**config.mk**
```make
export PLATFORM = sky130hd
export DESIGN_NAME = sumador_pipe
export DESIGN_NICKNAME = d
export VERILOG_FILES = /design/src/rtl/sumador_pipe.sv
export SDC_FILE = /design/constraint.sdc
export NUM_CORES = 1
export LEC_CHECK = 0
export BUFFER_PORTS_ARGS = -buffer_cell sky130_fd_sc_hd__buf_2
export CAP_MARGIN = 15
export CORE_ASPECT_RATIO = 0.6
export CORE_MARGIN = 2
export CORE_UTILIZATION = 50
export CTS_CLUSTER_SIZE = 24
export DETAILED_ROUTE_END_ITERATION = 8
export PLACE_DENSITY = 0.84
export SLEW_MARGIN = 20
export SYNTH_ARGS = -nofsm -noshare
export SYNTH_HDL_FRONTEND = slang
export SYNTH_SLANG_ARGS = --single-unit
```
**constraint.sdc**
```tcl
create_clock -name clk -period 2.6 [get_ports clk]
set_input_delay 0.52 -clock clk [delete_from_list [all_inputs] [get_ports clk]]
set_output_delay 0.52 -clock clk [all_outputs]
set_load 0.02 [all_outputs]
```
**src/rtl/sumador_pipe.sv**
```systemverilog
// sumador_pipe: pipelined add/subtract resolving one CHUNK slice per stage; Z/N/V built only with SUMADOR_FLAGS_EN
module sumador_pipe #(
  parameter int WIDTH = 8,
  parameter int CHUNK = 4
) (
  input  logic             clk,
  input  logic             rst,
  input  logic             in_valid,
  output logic             in_ready,
  input  logic [WIDTH-1:0] A,
  input  logic [WIDTH-1:0] B,
  input  logic             Cin,
  input  logic             Op,
  output logic             out_valid,
  input  logic             out_ready,
  output logic [WIDTH-1:0] S,
  output logic             Cout,
  output logic             Z,
  output logic             N,
  output logic             V
);
  localparam int STAGES = WIDTH / CHUNK;
  localparam int L = STAGES - 1;
  if ((WIDTH % CHUNK) != 0 || STAGES < 1) begin : g_bad_cfg
    $error("sumador_pipe: WIDTH must be a nonzero multiple of CHUNK");
  end
  logic [STAGES-1:0] v, c;
  logic [WIDTH-1:0]  r   [STAGES];
  logic [WIDTH-1:0]  b   [STAGES];
  logic [WIDTH-1:0]  nxt [STAGES];
  logic [CHUNK:0]    sum [STAGES];
  logic              adv;
  assign adv = !(out_valid && !out_ready);
  assign in_ready = adv;
  // r holds resolved low slices below the current stage and untouched A slices above it
  always_comb begin
    for (int k = 0; k < STAGES; k++) begin
      sum[k] = {1'b0, r[k][k*CHUNK +: CHUNK]} + {1'b0, b[k][k*CHUNK +: CHUNK]} + (CHUNK+1)'(c[k]);
      nxt[k] = r[k];
      nxt[k][k*CHUNK +: CHUNK] = sum[k][CHUNK-1:0];
    end
  end
  always_ff @(posedge clk) begin
    if (rst) begin
      v <= '0;
      out_valid <= 1'b0;
      S <= '0;
      Cout <= 1'b0;
    end else if (adv) begin
      v[0] <= in_valid;
      r[0] <= A;
      b[0] <= Op ? ~B : B;
      c[0] <= Cin ^ Op;
      for (int k = 1; k < STAGES; k++) begin
        v[k] <= v[k-1];
        r[k] <= nxt[k-1];
        b[k] <= b[k-1];
        c[k] <= sum[k-1][CHUNK];
      end
      out_valid <= v[L];
      if (v[L]) begin
        S <= nxt[L];
        Cout <= sum[L][CHUNK];
      end
    end
  end
`ifdef SUMADOR_FLAGS_EN
  always_ff @(posedge clk) begin
    if (rst) begin
      Z <= 1'b0;
      N <= 1'b0;
      V <= 1'b0;
    end else if (adv && v[L]) begin
      Z <= nxt[L] == '0;
      N <= nxt[L][WIDTH-1];
      V <= (r[L][WIDTH-1] == b[L][WIDTH-1]) && (nxt[L][WIDTH-1] != r[L][WIDTH-1]);
    end
  end
`else
  assign Z = 1'b0;
  assign N = 1'b0;
  assign V = 1'b0;
`endif
endmodule

```
# Yosys cells after proc, flatten, opt, wreduce, memory -nomap -nowiden
# Memories as Yosys holds them, arrays and structs flattened.
# Index checks and enable logic that the tools add are counted.
dict set report word_totals {
  regBits 14
  mem_bits_rw 32
  inputBits 22
  word_cells 24
  mem_count 2
}
dict set report classes {
  add_sub_neg 4
  n_mux 4
  bitwise 4
  n_reduce_logical 5
}
# memory depth word_bits read_ports rd_clocked_by_memory_dff wr line_no
set mem_list {}
lappend mem_list {b 2 8 2 0 2 29} ;# logic [WIDTH-1:0] b [STAGES];
lappend mem_list {r 2 8 2 0 2 28} ;# logic [WIDTH-1:0] r [STAGES];
# op count
set op_table {}
lappend op_table {{$add A4 B4 Y5} 2}
lappend op_table {{$add A5 B1 Y5} 2}
lappend op_table {{$mux W8} 1}
lappend op_table {{$not A8 Y8} 1}
lappend op_table {{$reduce_and A2 Y1} 2}
lappend op_table {{$mux W1} 3}
lappend op_table {{$logic_not A1 Y1} 2}
lappend op_table {{$not A1 Y1} 2}
lappend op_table {{$logic_and A1 B1 Y1} 1}
lappend op_table {{$xor A1 B1 Y1} 1}

# Longest topological paths before layout
dict set report logic_depth {
  depth_word 5
  depth_mapped 6
  ltp_nobuf 6
}

# Least setup slack after synthesis
# Ideal clock, no wire load.
dict set report synth_path {
  path_kind {input port to flip-flop}
  start {input out_ready}
  end {memory b[0][0], enable pin}
  setup_ns 0.417
  t_arrival_ns 2.009
  slack_ns 0.174
  cell_stages 3
  path_cell_list {nor2b_2 > buf_2 > nor2_1}
}
# item line_no
set synth_rtl {}
lappend synth_rtl {{start: declaration} 15} ;# input logic out_ready,
lappend synth_rtl {{end: declaration} 29}

# Final worst setup path
dict set report layout_path {
  start {register out_valid}
  end {output in_ready}
}
dict set report layout_between {
  elab_chain_len 2
}
# item line_no
set layout_rtl {}
lappend layout_rtl {{start: declaration} 14} ;# output logic out_valid,
lappend layout_rtl {{start signal: assignment} 60} ;# out_valid <= v[L];
lappend layout_rtl {{$logic_and A1 B1 Y1} 33} ;# assign adv = !(out_valid && !out_ready);
lappend layout_rtl {{$logic_not A1 Y1} 33}
lappend layout_rtl {{end: declaration} 9} ;# output logic in_ready,
# Every way passes these cells.

==> qor.yml <==
status: "complete, no violations"
cp_slowest_cell: "dfxtp_1"
crit_chain: "nor2b_2, buf_4, inv_2, buf_2"
io-pin-count: 36
cts.clk_slew.worst_paths_ns: 0.08
cts_tree: "done"
drt-pass1-iter-count: 4
ys_ff_latch: 42
vias: 1064
fin_crit_sh_pct: 70.9
cpPeakStageDelay_ns: 0.31
nNetsFinal: 197
dp_hpwl_um: 1990
diodes: 0
max_freq_ghz: 0.542
post_drt_wl_per_cell_um: 13.3
setup_viol: 0
setup_tns_ns: 0
crit_path_start: "out_valid"
start_kind: "flop"
synth_cell_types: 30
yosysTopAreaCell: "edfxtp_1"
vdd_drop_max_mv: 0.469
final_antenna_net_count: 0
leakage_nw: 0.834
numCtsBuffers: 5
fillers: 288
seq_area_frac_synth_pct: 65.1
yosys-top-cells-area: "edfxtp_1 (51%), dfxtp_1 (14%), fa_1 (4.6%), xor2_1 (4.5%), ha_1 (4.3%)"
synthCells: 130
cts_root_buf: "clkbuf_8"
worst_ep_required_time_ns: 2.08
vias_per_cell: 5.04
grt_max_degree: 31
die_w_um: 80.4
drt_iter0_drc: 34
grt_pass1_wl_um: 4580
grt_antenna_before_repair: 0
worst_setup_path_end_kind: "output port"
crit_fanout: 14
drv_slew: 0
finalCriticalPeriod_ns: 1.84
syn_area_per_cell_sq_um: 13.5
crit_type: "reg -> out"
arrival_ns: 1.32
finalPower_w: 0.00146
clk_latency_ns: 0.30
htreeDepth: 2
cap_violations: 0
hp-class: "in -> reg"
clock_path_buffers: 2
hold_violations: 0
syn_area_sq_mm: 0.00175
cts-resized-gates: 0
core_sq_mm: 0.00330
stdcell_count: 211
cts_sinks: 42
multi_input_area_sq_um: 539
io_buffers: 32
start_util_pct: 53.1
synth_top_area_share_pct: 51.4
r2r_start: "c[1]"
cp_top_family: "buffers and inverters"
area_growth_pct: 17.3
die_area_sq_mm: 0.00401
layout-drive-gt1-share_pct: 27.1
whs_ns: 0.392
fin_skew_ns: 0.00646
place_area_sq_mm: 0.00195
routed_wl_um: 2800
rsz0062_at_grt: "false"
seq_area_sq_mm: 0.00114
grt_pass1_vias: 1002
globalplace.congestion: 0.791
ctsHoldBuffers: 0
die_h_um: 49.9
cts_setup_buffers: 0
hp-start: "A[3]"
grtUsageTotal_pct: 16.1
path_buf_inv: 3
place_inst: 203
fp-row-count: 16
ys_warn_count: 0
route.detailed.drc: 0
overflow: 0
stdcell_area_sq_mm: 0.00206
p_per_area_mw_per_mm2: 709
-- final cells by class --
type,count,area share [%]
well taps,45,2.74
repair buffers,34,8.52
clock buffers,6,3.53
multi-input cells,73,26.2
flip-flops and latches,42,55.5
clock inverters,2,1.83
inverters,9,1.64
-- logic make-up (layout without fill, tap and decap cells) --
kind of cell	Yosys count	after routing	share of synthesized area, %
flops	42	42	65.1
other cells	1	3	0.214
compound gates	27	27	8.71
fa+ha+maj	10	10	8.85
simple gates	21	21	6.42
buf+inv	17	51	4.71
xor+xnor	12	12	6.00
-- cells in the mapped netlist --
master and n:
or2_0 1, inv_2 2, conb_1 1, xor2_1 9, buf_4 4, a21oi_1 13, inv_1 7, xnor2_1 3
nand2_1 5, a311oi_1 1, nor2_1 1, and2b_1 1, a21o_1 1, dfxtp_1 12, edfxtp_1 30, o21ai_0 1
fa_1 4, ha_1 6, a2111o_1 1, nand2b_1 1, o21ai_1 8, nor2b_2 1, nor2b_1 2, clkbuf_1 1
o211ai_1 1, a211oi_1 1, nor3_1 1, buf_2 3, nand4b_1 1, nand3_1 7
-- sequential cells by signal (all words and copies together) (netlist names) --
name and count:
r 16, S 8, out_valid 1, v 2, Cout 1, b 12, c 2
-- cells in the final DEF, fill, tap and decap left out, drive strengths merged, types with 3 or more instances in the layout --
| cell | instances |
|---|---|
| xnor2 | 3 |
| clkbuf | 6 |
| edfxtp | 30 |
| o21ai | 9 |
| nand2 | 5 |
| fa | 4 |
| nor2b | 3 |
| nand3 | 7 |
| conb | 3 |
| inv | 9 |
| dfxtp | 12 |
| buf | 34 |
| xor2 | 9 |
| a21oi | 13 |
| ha | 6 |
-- per-layer routing --
layer	share of wire, %	global-route usage (%)	vias to the layer above
met5	0	0	-
li1	-	-	521
met3	8.9	5.13	5
met4	2.0	9.32	0
met1	46	21.5	486
met2	43	23.1	52
-- power by group --
| group | switching (W) | internal (W) | leakage, nW |
|---|---|---|---|
| clock network | 0.000221 | 0.000286 | 0.0514 |
| registers | 0.0000219 | 0.000777 | 0.391 |
| logic | 0.0000867 | 0.0000648 | 0.392 |
| total | 0.000330 | 0.00113 | 0.834 |
-- metrics by stage --
stage          setup WS [ns]  util (%)
3_3_place_gp           0.890      58.9
5_1_grt                0.705      62.2
6_report               0.756      62.2
4_1_cts                0.748      62.2
3_5_place_dp           0.872      58.9
2_1_floorplan          0.174         -
-- final timing paths --
kind / endpoint / slack (ns) / cells past startpoint
max: in_ready / 0.76 / 4
min: r[0][3] / 0.39 / 1
max reg2reg: S[5] / 0.89 / 4
min reg2reg: r[0][12] / 0.42 / 0
(Power assumes the default switching activity.)
